## src/rtl/id_hazard_scoreboard_pkg.sv

```systemverilog
// -----------------------------------------------------------------------------
// id_hazard_scoreboard_pkg
// Shared definitions for the decode-stage hazard scoreboard.
//   - Register-file geometry (NUM_REGS, REG_IDX_W) and counter widths.
//   - Named special-register indices (SP, IH, T, RA) mapped above R0-R7.
//   - Scoreboard FSM state encoding.
//   - reg_onehot(): index-to-one-hot decoder with enable, used to steer
//     issue increments and write-back decrements to the per-register counters.
// No ports (package).
// -----------------------------------------------------------------------------
package id_hazard_scoreboard_pkg;

    localparam int NUM_REGS    = 16;
    localparam int REG_IDX_W   = 4;
    localparam int CNT_W       = 2;
    localparam int STALL_MAX   = 64;
    localparam int RUN_CNT_W   = 7;
    localparam int STALL_CNT_W = 16;

    typedef logic [REG_IDX_W-1:0] reg_idx_t;

    // Special registers live directly above the eight general registers.
    localparam reg_idx_t REG_SP = 4'd8;
    localparam reg_idx_t REG_IH = 4'd9;
    localparam reg_idx_t REG_T  = 4'd10;
    localparam reg_idx_t REG_RA = 4'd11;

    typedef enum logic [0:0] {
        ST_RUN   = 1'b0,
        ST_STALL = 1'b1
    } sb_state_e;

    function automatic logic [NUM_REGS-1:0] reg_onehot(input reg_idx_t idx,
                                                       input logic     en);
        logic [NUM_REGS-1:0] v;
        v      = '0;
        v[idx] = en;
        return v;
    endfunction

endpackage

```

## src/rtl/id_hazard_scoreboard_sb_counter.sv

```systemverilog
// -----------------------------------------------------------------------------
// sb_counter
// One pending-write counter for a single architectural register.
// Ports:
//   clk_i        in   clock
//   rst_i        in   synchronous active-high reset (count -> 0)
//   inc_i        in   an instruction writing this register issues this cycle
//   dec_i        in   a write-back to this register retires this cycle
//   pend_o       out  register has an outstanding write that a reader must
//                     wait for (the same-cycle write-back is already applied
//                     when WB_BYPASS is set)
//   full_o       out  another writer cannot be tracked this cycle
//   busy_o       out  registered count is non-zero
//   underflow_o  out  write-back arrived while nothing was pending
// -----------------------------------------------------------------------------
module sb_counter #(
    parameter int CNT_W     = 2,
    parameter int WB_BYPASS = 1
) (
    input  logic clk_i,
    input  logic rst_i,
    input  logic inc_i,
    input  logic dec_i,
    output logic pend_o,
    output logic full_o,
    output logic busy_o,
    output logic underflow_o
);

    localparam logic [CNT_W-1:0] CNT_MAX = '1;
    localparam logic [CNT_W-1:0] CNT_ONE = CNT_W'(1);

    logic [CNT_W-1:0] cnt_q;
    logic [CNT_W-1:0] cnt_d;
    logic             dec_ok;
    logic             inc_ok;

    always_comb begin
        // A write-back with nothing pending is dropped (and reported).
        dec_ok = dec_i & (cnt_q != '0);
        // Increment at the ceiling is only legal when a write-back frees a slot.
        inc_ok = inc_i & ((cnt_q != CNT_MAX) | dec_ok);
        cnt_d  = cnt_q;
        if (inc_ok && !dec_ok) begin
            cnt_d = cnt_q + CNT_ONE;
        end else if (dec_ok && !inc_ok) begin
            cnt_d = cnt_q - CNT_ONE;
        end
    end

    always_ff @(posedge clk_i) begin
        if (rst_i) begin
            cnt_q <= '0;
        end else begin
            cnt_q <= cnt_d;
        end
    end

    always_comb begin
        busy_o      = (cnt_q != '0);
        // The register file writes before it reads, so the last outstanding
        // write retiring this cycle no longer blocks a reader.
        pend_o      = busy_o & ~((WB_BYPASS != 0) & dec_i & (cnt_q == CNT_ONE));
        // Same-cycle write-back is applied before the saturation check.
        full_o      = (cnt_q == CNT_MAX) & ~dec_i;
        underflow_o = dec_i & (cnt_q == '0);
    end

endmodule

```

## src/rtl/id_hazard_scoreboard.sv

```systemverilog
// -----------------------------------------------------------------------------
// id_hazard_scoreboard
// Decode-stage issue controller. Tracks in-flight register writes with one
// pending counter per register and decides, in the same cycle, whether the
// instruction in ID may issue into ID/EX.
// Ports:
//   clk_i, rst_i            clock, synchronous active-high reset
//   id_valid_i              decoded instruction present in ID
//   id_rs1_i/id_rs1_used_i  source 1 index / source 1 is read
//   id_rs2_i/id_rs2_used_i  source 2 index / source 2 is read
//   id_wr_en_i/id_wr_reg_i  instruction writes a register / destination index
//   flush_i                 squash the ID slot this cycle
//   wb_valid_i/wb_reg_i     write-back retiring this cycle / its destination
//   id_ready_o              instruction issues this cycle
//   stall_if_o              hold PC and IF/ID
//   bubble_ex_o             load a NOP into ID/EX
//   busy_mask_o             bit r set while register r has pending writes
//   stall_cnt_o             saturating count of stall cycles
//   sb_err_o                sticky: write-back underflow or stall timeout
//   dbg_state_o             current RUN/STALL state
//
// Handshake: id_valid_i is the decoder's offer; id_ready_o is the acceptance.
// A transfer happens exactly on a cycle where both are high. id_ready_o is
// never high without id_valid_i, and the decoder must hold the same
// instruction while stall_if_o is high. flush_i withdraws the offer for the
// cycle regardless of hazards.
// -----------------------------------------------------------------------------
module id_hazard_scoreboard
    import id_hazard_scoreboard_pkg::*;
#(
    parameter int NUM_REGS_P = NUM_REGS,
    parameter int CNT_W_P    = CNT_W,
    parameter int WB_BYPASS  = 1,
    parameter int STALL_MAX_P = STALL_MAX
) (
    input  logic                   clk_i,
    input  logic                   rst_i,
    input  logic                   id_valid_i,
    input  logic [REG_IDX_W-1:0]   id_rs1_i,
    input  logic                   id_rs1_used_i,
    input  logic [REG_IDX_W-1:0]   id_rs2_i,
    input  logic                   id_rs2_used_i,
    input  logic                   id_wr_en_i,
    input  logic [REG_IDX_W-1:0]   id_wr_reg_i,
    input  logic                   flush_i,
    input  logic                   wb_valid_i,
    input  logic [REG_IDX_W-1:0]   wb_reg_i,
    output logic                   id_ready_o,
    output logic                   stall_if_o,
    output logic                   bubble_ex_o,
    output logic [NUM_REGS_P-1:0]  busy_mask_o,
    output logic [STALL_CNT_W-1:0] stall_cnt_o,
    output logic                   sb_err_o,
    output sb_state_e              dbg_state_o
);

    // ------------------------------------------------------------------
    // Per-register pending counters
    // ------------------------------------------------------------------
    logic [NUM_REGS_P-1:0] inc_vec;
    logic [NUM_REGS_P-1:0] dec_vec;
    logic [NUM_REGS_P-1:0] pend_vec;
    logic [NUM_REGS_P-1:0] full_vec;
    logic [NUM_REGS_P-1:0] busy_vec;
    logic [NUM_REGS_P-1:0] uf_vec;
    logic                  hazard;
    logic                  issue;

    always_comb begin
        inc_vec = NUM_REGS_P'(reg_onehot(id_wr_reg_i, issue & id_wr_en_i));
        dec_vec = NUM_REGS_P'(reg_onehot(wb_reg_i, wb_valid_i));
    end

    for (genvar g = 0; g < NUM_REGS_P; g++) begin : g_cnt
        sb_counter #(
            .CNT_W     (CNT_W_P),
            .WB_BYPASS (WB_BYPASS)
        ) u_cnt (
            .clk_i       (clk_i),
            .rst_i       (rst_i),
            .inc_i       (inc_vec[g]),
            .dec_i       (dec_vec[g]),
            .pend_o      (pend_vec[g]),
            .full_o      (full_vec[g]),
            .busy_o      (busy_vec[g]),
            .underflow_o (uf_vec[g])
        );
    end

    // ------------------------------------------------------------------
    // Hazard detection and issue control (combinational, zero latency)
    // ------------------------------------------------------------------
    always_comb begin
        hazard = (id_rs1_used_i & pend_vec[id_rs1_i])
               | (id_rs2_used_i & pend_vec[id_rs2_i])
               | (id_wr_en_i    & full_vec[id_wr_reg_i]);
        issue       = id_valid_i & ~hazard & ~flush_i;
        id_ready_o  = issue;
        stall_if_o  = id_valid_i & hazard & ~flush_i;
        bubble_ex_o = ~issue;
        busy_mask_o = busy_vec;
    end

    // ------------------------------------------------------------------
    // RUN/STALL FSM with consecutive-stall watchdog
    // ------------------------------------------------------------------
    sb_state_e              state_q;
    sb_state_e              state_d;
    logic [RUN_CNT_W-1:0]   run_cnt_q;
    logic [RUN_CNT_W-1:0]   run_cnt_d;
    logic [STALL_CNT_W-1:0] stall_cnt_q;
    logic [STALL_CNT_W-1:0] stall_cnt_d;
    logic                   sb_err_q;
    logic                   sb_err_d;
    logic                   stall_timeout;

    // State register
    always_ff @(posedge clk_i) begin
        if (rst_i) begin
            state_q <= ST_RUN;
        end else begin
            state_q <= state_d;
        end
    end

    // Next-state logic
    always_comb begin
        state_d = state_q;
        case (state_q)
            ST_RUN:   if (stall_if_o)  state_d = ST_STALL;
            ST_STALL: if (!stall_if_o) state_d = ST_RUN;
            default:  state_d = ST_RUN;
        endcase
    end

    // Output / datapath logic
    always_comb begin
        // The run counter counts every cycle that lands in STALL and is
        // cleared whenever the FSM goes (or stays) in RUN. It holds at its
        // ceiling so a very long stall cannot wrap back under the limit.
        run_cnt_d = '0;
        if (state_d == ST_STALL) begin
            run_cnt_d = (run_cnt_q == '1) ? run_cnt_q : run_cnt_q + RUN_CNT_W'(1);
        end
        stall_timeout = (run_cnt_d >= RUN_CNT_W'(STALL_MAX_P));

        stall_cnt_d = stall_cnt_q;
        if (stall_if_o && (stall_cnt_q != '1)) begin
            stall_cnt_d = stall_cnt_q + STALL_CNT_W'(1);
        end

        sb_err_d = sb_err_q | (|uf_vec) | stall_timeout;

        stall_cnt_o = stall_cnt_q;
        sb_err_o    = sb_err_q;
        dbg_state_o = state_q;
    end

    always_ff @(posedge clk_i) begin
        if (rst_i) begin
            run_cnt_q   <= '0;
            stall_cnt_q <= '0;
            sb_err_q    <= 1'b0;
        end else begin
            run_cnt_q   <= run_cnt_d;
            stall_cnt_q <= stall_cnt_d;
            sb_err_q    <= sb_err_d;
        end
    end

endmodule
```

## config.mk

```make
export PLATFORM = sky130hd
export DESIGN_NAME = id_hazard_scoreboard
export DESIGN_NICKNAME = d
export VERILOG_FILES = /design/src/rtl/id_hazard_scoreboard_pkg.sv /design/src/rtl/id_hazard_scoreboard_sb_counter.sv /design/src/rtl/id_hazard_scoreboard.sv
export SDC_FILE = /design/constraint.sdc
export NUM_CORES = 1
export LEC_CHECK = 0
export CELL_PAD_IN_SITES_DETAIL_PLACEMENT = 1
export CELL_PAD_IN_SITES_GLOBAL_PLACEMENT = 2
export CORE_MARGIN = 3
export CORE_UTILIZATION = 30
export CTS_BUF_LIST = sky130_fd_sc_hd__clkbuf_16
export CTS_CLUSTER_SIZE = 10
export DETAILED_ROUTE_END_ITERATION = 8
export DONT_BUFFER_PORTS = 1
export HOLD_SLACK_MARGIN = 0.03
export PLACE_DENSITY = 0.7
export SLEW_MARGIN = 40
export SYNTH_ARGS = -nofsm -noshare
export SYNTH_HDL_FRONTEND = slang
export SYNTH_SLANG_ARGS = --single-unit
export TNS_END_PERCENT = 30
```

## constraint.sdc

```tcl
create_clock -name clk_i -period 4.2 [get_ports clk_i]
set_input_delay 0.21 -clock clk_i [delete_from_list [all_inputs] [get_ports clk_i]]
set_output_delay 0.21 -clock clk_i [all_outputs]
set_load 0.01 [all_outputs]
```

**Yosys cells after proc, flatten, opt, wreduce, memory -nomap -nowiden**

Cells that the tools add are included.

- Bits in read-only memories: 0
- Output and inout bits: 37
- Word-level logic and storage cells: 433
- Bits in latches: 0
- Memories: 0
- Flip-flop bits (word level): 57
- Bits in writable memories: 0

- Muxes and demuxes: 45
- Bitwise operators: 161
- Shift-type cells: 0
- Equality and inequality tests: 50
- Reduce and logical (&&, ||, !) cells: 116
- Divide/modulo/power cells: 0
- Add/sub/neg operators: 34
- Order comparisons: 7
- Multipliers: 0

Operators with widths:

| kind | number |
|---|---|
| bitwise AND 1 bit | 104 |
| 2-to-1 mux 2 bit | 32 |
| nonzero test 2 bit | 32 |
| logical AND 1 bit | 35 |
| inverter 1 bit | 35 |
| adder 2 x 1 -> 2 bit, second input constant | 16 |
| bitwise AND 16 bit | 2 |
| == test 2 x 1 -> 1 bit, second input constant | 16 |
| == test 2 bit, second input constant | 16 |
| zero test 1 bit | 32 |
| zero test 2 bit | 16 |
| inequality test 2 bit, second input constant | 16 |
| subtractor 2 x 1 -> 2 bit, second input constant | 16 |
| < comparator 4 x 5 -> 1 bit, second input constant | 4 |
| OR 1 bit | 20 |
| adder 16 x 1 -> 16 bit, second input constant | 1 |
| inequality test 16 bit, second input constant | 1 |
| OR reduction 16 bit | 1 |
| 2-to-1 mux 7 bit | 2 |
| binary-select mux 1 bit (select 4 bit) | 3 |
| demux 1 bit (select 4 bit) | 2 |
| greater-or-equal comparator 4 x 1 -> 1 bit, second input constant | 2 |
| adder 7 x 1 -> 7 bit, second input constant | 1 |
| == test 7 bit, second input constant | 1 |
| other kinds (2) | 7 |

**Depth between registers and ports, before layout**

- Depth after elaboration: 23
- Gate-level depth with buffers: 17

**By module**

A second synthesis with hierarchy kept.

- Cell total of the unflattened synthesis: 548
- Area, all modules: 4991.0 um^2

Modules (own cells, without submodules):

| module | sequential area each (um^2) | area each (um^2) | cells each | instances |
|---|---|---|---|---|
| sb_counter | 40.0 | 185.2 | 19 | 16 |
| id_hazard_scoreboard | 500.5 | 2028.2 | 244 | 1 |

**Worst setup path after synthesis**

OpenSTA, ideal clock, no wires.

- Path type: register -> register
- From: reg g_cnt[11].u_cnt.cnt_q[0]
- To: reg g_cnt[10].u_cnt.cnt_q[1]
- Buffers on the path: 2
- Data arrival time: 2.867 ns
- Slack: 1.206 ns
- Period minus slack after synthesis: 2.994 ns
- Library setup time: 0.128 ns
- Stages on the path, launching flop included: 16
- Required time: 4.072 ns
- Path through: dfxtp_1 -> ha_1 -> mux4_2 -> a31oi_1 -> nand3_1 -> a211oi_1 -> and3_1 -> buf_2 -> nand2_1 -> buf_2 -> a2111oi_0 -> ha_1 -> xor2_1 -> nor2_1 -> a21oi_1 -> nor2_1

- Longest elaborated chain between the ends: 18
- Elaborated cells on any way between the ends: 29

RTL lines:

| item | RTL line | RTL |
|---|---|---|
| from (decl) | id_hazard_scoreboard_sb_counter.sv:33 | `logic [CNT_W-1:0] cnt_q;` |
| from (signal assigned) | id_hazard_scoreboard_sb_counter.sv:55 | `cnt_q <= cnt_d;` |
| == test 2 x 1 -> 1 bit | id_hazard_scoreboard_sb_counter.sv:63 | `pend_o = busy_o & ~((WB_BYPASS != 0) & dec_i & (cnt_q == CNT_ONE));` |
| bitwise AND 1 bit | id_hazard_scoreboard_sb_counter.sv:63 |  |
| inverter 1 bit | id_hazard_scoreboard_sb_counter.sv:63 |  |
| bitwise AND 1 bit | id_hazard_scoreboard_sb_counter.sv:63 |  |
| binary-select mux 1 bit (select 4 bit) (on tied branches) | id_hazard_scoreboard.sv:94, id_hazard_scoreboard.sv:95 |  |
| 2-to-1 mux 1 bit (on tied branches) | id_hazard_scoreboard.sv:94, id_hazard_scoreboard.sv:95 |  |
| bitwise AND 1 bit (on tied branches) | id_hazard_scoreboard.sv:94, id_hazard_scoreboard.sv:95 |  |
| OR 1 bit | id_hazard_scoreboard.sv:95 | `\| (id_rs2_used_i & pend_vec[id_rs2_i])` |
| [... 2 more ...] | -- |  |
| bitwise AND 1 bit (*) (2 in a row) | id_hazard_scoreboard.sv:97 | `issue = id_valid_i & ~hazard & ~flush_i;` |
| net id_ready_o | id_hazard_scoreboard.sv:48 | `output logic id_ready_o,` |
| bitwise AND 1 bit (*) | id_hazard_scoreboard.sv:70 | `inc_vec = NUM_REGS_P'(reg_onehot(id_wr_reg_i, issue & id_wr_en_i));` |
| bitwise AND 16 bit (no line) (*) | -- |  |
| bitwise AND 1 bit (*) | id_hazard_scoreboard_sb_counter.sv:42 | `inc_ok = inc_i & ((cnt_q != CNT_MAX) \| dec_ok);` |
| zero test 1 bit | id_hazard_scoreboard_sb_counter.sv:46 | `end else if (dec_ok && !inc_ok) begin` |
| logical AND 1 bit | id_hazard_scoreboard_sb_counter.sv:46 |  |
| nonzero test 2 bit (no line) | -- |  |
| to (signal assigned) | id_hazard_scoreboard_sb_counter.sv:55 |  |
| to (decl) | id_hazard_scoreboard_sb_counter.sv:33 |  |

The timed path passes the listed nets; every way through them passes the cells marked *. The select of a mux whose other input is x is not followed.
A chain may end at the register's enable or synchronous reset.

**Final worst setup path**

- From: reg g_cnt[11].u_cnt.cnt_q[0]
- To: reg g_cnt[14].u_cnt.cnt_q[1]

- Longest elaborated chain between the ends: 18
- Elaborated cells on any way between the ends: 29

RTL lines:

| item | RTL line |
|---|---|
| == test 2 x 1 -> 1 bit | id_hazard_scoreboard_sb_counter.sv:63 |
| bitwise AND 1 bit | id_hazard_scoreboard_sb_counter.sv:63 |
| inverter 1 bit | id_hazard_scoreboard_sb_counter.sv:63 |
| bitwise AND 1 bit | id_hazard_scoreboard_sb_counter.sv:63 |
| binary-select mux 1 bit (select 4 bit) (on tied branches) | id_hazard_scoreboard.sv:94, id_hazard_scoreboard.sv:95 |
| 2-to-1 mux 1 bit (on tied branches) | id_hazard_scoreboard.sv:94, id_hazard_scoreboard.sv:95 |
| bitwise AND 1 bit (on tied branches) | id_hazard_scoreboard.sv:94, id_hazard_scoreboard.sv:95 |
| OR 1 bit | id_hazard_scoreboard.sv:95 |
| [... 2 more ...] | -- |
| bitwise AND 1 bit (*) (2 in a row) | id_hazard_scoreboard.sv:97 |
| net id_ready_o | id_hazard_scoreboard.sv:48 |
| bitwise AND 1 bit (*) | id_hazard_scoreboard.sv:70 |
| bitwise AND 16 bit (no line) (*) | -- |
| bitwise AND 1 bit (*) | id_hazard_scoreboard_sb_counter.sv:42 |
| zero test 1 bit | id_hazard_scoreboard_sb_counter.sv:46 |
| logical AND 1 bit | id_hazard_scoreboard_sb_counter.sv:46 |
| nonzero test 2 bit (no line) | -- |
| to (signal assigned) | id_hazard_scoreboard_sb_counter.sv:55 |
| to (decl) | id_hazard_scoreboard_sb_counter.sv:33 |

Marks and branches as above.

==> impl_metrics.csv <==
group,metric,value,unit
floorplan,start_util,0.312,
clock_network,numCtsBuffers,9,
logic_synthesis,synth_top_area_frac,0.237,
logic_synthesis,synthArstFlopShare,0,
logic_synthesis,syn_nets,693,
final_layout,final_layout_size_suffix_gt1_frac,0.0588,
floorplan,core,15400,um^2
worst_setup_path,r2r_start,"g_cnt[11].u_cnt.cnt_q[0]",
global_route,track_usage,0.174,
min_path,hold_path_startpoint,"rst_i",
final_layout,fill_cells,1900,
sta,drv_slew,0,
clock_network,clockBufferDepth,2,
logic_synthesis,synth_edf_count,0,
place,io_buffers,0,
logic_synthesis,synthCells,603,
min_path,hold-path-endpoint,"sb_err_o",
run_status,outcome,"finished clean",
worst_setup_path,worstPathCellList,"ha_1, mux4_2, a31oi_1, nand3_1, a211oi_1, and3_1, nand2_1, a2111oi_0, ha_1, xor2_1, nor2_1, a21oi_1, nor2_1",
min_path,holdPathStages,2,
clock_network,cts_tree,"built",
power,p_leak,2.18,nW
global_route,grt_overflow_total,0,
final_layout,nets,663,
logic_synthesis,ys_warn_count,0,
final_layout,area_delta_synth_final,7.15,%
power,p_per_area,275,nW/um^2
worst_setup_path,path_buf_inv,0,
place,dp.cells,772,
logic_synthesis,yosys_most_used_dff,"dfxtp_1",
place,gp_congestion,0.818,
sta,finalWorstSetupSlack,486,ps
floorplan,num_io_pins,61,
final_layout,multi_input_area,3170,um^2
final_layout,utilization,0.334,
worst_setup_path,critPathRequiredTime,4430,ps
worst_setup_path,cp_slowest_cell,"mux4_2",
worst_setup_path,slowest_delay,500,ps
clock_network,cts_sinks,57,
worst_setup_path,reg2reg_slack,490,ps
floorplan,die_area,17600,um^2
logic_synthesis,seq_area_frac_synth,0.237,
drt,postRouteWirelength,15000,um
drt,vias,4227,
logic_synthesis,synth-seq-cells,57,
place,dp_slack,466,ps
final_layout,regArea,1140,um^2
clock_network,post_cts_buffers,0,
sta,fmax,0.269,GHz
sta,worstMarginPinSlew,625,ps
worst_setup_path,setup.worst_path.start,"g_cnt[11].u_cnt.cnt_q[0]",
floorplan,die_h,133,um
logic_synthesis,netlist.top_cell.by_area,"dfxtp_1",
drt,ant_nets,0,
drt,viasPerCell,5.36,
worst_setup_path,cp-start-kind,"register",
clock_network,clk_latency,340,ps
sta,setup_tns,0,ps
flow_run,drv_cap,0,
drt,post-route-drc-count,0,
place,dp_hpwl,11600,um
worst_setup_path,crit_family,"compound AO/OA/AOI/OAI gates",
global_route,grt_pass1_vias,4481,
drt,first_pass_iters,4,
global_route,grt_pass1_wl,24400,um
logic_synthesis,avgSynthCellArea,7.98,um^2
sta,maxSlewHeadroom,0.582,
drt,routedWlPerCell,19.0,um
power,ir_drop,0.193,mV
logic_synthesis,synthTopCellsByArea,"dfxtp_1, ha_1, xor2_1",
sta,setup_violations,0,
worst_setup_path,reg2regPathDepth,13,
worst_setup_path,end_kind,"register",
sta,rsz0062_at_grt,"false",
clock_network,cts_root_buf,"clkbuf_16",
floorplan,die_w,133,um
global_route,grt_start_max_net_pins,50,
sta,skew,6.63,ps
worst_setup_path,critical_path_arrival,3940,ps
worst_setup_path,cp_max_fo,11,
floorplan,placementRows,45,
min_path,hold_class,"input pin to register",
clock_network,htree_levels,3,
logic_synthesis,yosysUniqueCellTypes,52,
final_layout,stdcell_count,789,
worst_setup_path,crit_type,"register to register",
sta,min_period,3710,ps
worst_setup_path,rr_endpoint,"g_cnt[14].u_cnt.cnt_q[1]",
sta,finalHoldViolations,0,
final_layout,diodes,0,
logic_synthesis,synth_area,4810,um^2
clock_network,cts.clk_slew.worst_paths,50,ps
global_route,grt_antenna_before_repair,0,
drt,first_iter_violations,154,
power,power,1.42,mW
sta,period_share,0.884,
worst reg2reg max path: cells and delay by family (launching register included):
family,cells,cell delay (ps)
fa+ha+maj,2,500
simple gates,5,990
mux,1,500
xor+xnor,1,160
compound gates,4,1100
flops,1,340
registers in the layout, summed over array words and instances (netlist names):
register and flops:
run_cnt_q 7, g_cnt.u_cnt.cnt_q 32, stall_cnt_o 16, sb_err_o 1
dbg_state_o 1
layout by cell type, fill, tap and decap left out, types with 12 or more instances in the layout:
master and n:
nand2_1 25, nor2b_1 12, dfxtp_1 57, a311oi_1 13, xor2_1 33, nor2_1 66
a31oi_1 19, nand3_1 38, inv_1 54, a21oi_1 38, ha_1 66
what timing repair did:
item                                   CTS  global route
endpoints found under the hold margin   49             0
hold buffers                             1             0
resized for setup                        0             0
worst max path at each step:
stage / cells past startpoint / to
2_1_floorplan: 15 / g_cnt[10].u_cnt.cnt_q[1]
3_3_place_gp: 13 / g_cnt[1].u_cnt.cnt_q[1]
3_5_place_dp: 13 / g_cnt[14].u_cnt.cnt_q[1]
4_1_cts: 13 / g_cnt[14].u_cnt.cnt_q[1]
5_1_grt: 13 / g_cnt[14].u_cnt.cnt_q[1]
6_report: 13 / g_cnt[14].u_cnt.cnt_q[1]
per-layer routing:
metal,up-vias,GRT usage,wire [um]
li1,2065,-,-
met1,2054,0.210,6630
met2,89,0.288,6990
met3,19,0.0586,1090
met4,0,0.0641,278
met5,-,0,0
through the flow:
stage / area, um^2 / hold WS [ps]
6_report: 5160 / 53.7
5_1_grt: 5160 / 54.9
4_1_cts: 5160 / 44.2
3_5_place_dp: 4830 / 290
3_3_place_gp: 4830 / 285
2_1_floorplan: 4810 / 454
Yosys cell counts, drive strengths merged (2+ instances only):
cell	instances
buf	37
nand2	25
xnor2	4
o21ai	6
and4b	2
ha	66
dfxtp	57
a21oi	38
mux2i	4
a211oi	10
a311oi	13
nor2b	12
nand2b	8
and4	2
or4	8
and3b	2
nand4	7
o31ai	8
mux2	6
nor3b	2
o2bb2ai	2
a2111oi	7
nor2	66
clkbuf	12
inv	54
nor4b	2
and2	4
a31oi	19
o22ai	2
xor2	33
nand4b	3
or3	4
and3	11
nor3	11
nand3b	6
mux4	2
nand3	38
nor4	2
cells by family after synthesis:
| kind of cell | Yosys count | share of synthesized area |
|---|---|---|
| flip-flops | 57 | 0.237 |
| XOR/XNOR | 37 | 0.0673 |
| AND/OR/NAND/NOR | 216 | 0.234 |
| multiplexers | 12 | 0.0317 |
| buffers and inverters | 103 | 0.104 |
| AO/OA/AOI/OAI | 112 | 0.155 |
| adder cells (fa/ha/maj) | 66 | 0.172 |
area by class of cell:
type,count,area share
well taps,211,0.0512
flip-flops and latches,57,0.221
repair buffers,8,0.0155
clock buffers,9,0.0437
clock inverters,7,0.0138
inverters,54,0.0393
multi-input cells,443,0.615
power breakdown:
part,switching [mW],internal [mW]
Sequential,0.00671,0.545
Combinational,0.0773,0.0405
Clock,0.291,0.458
Power figures use the tool's default switching activity.
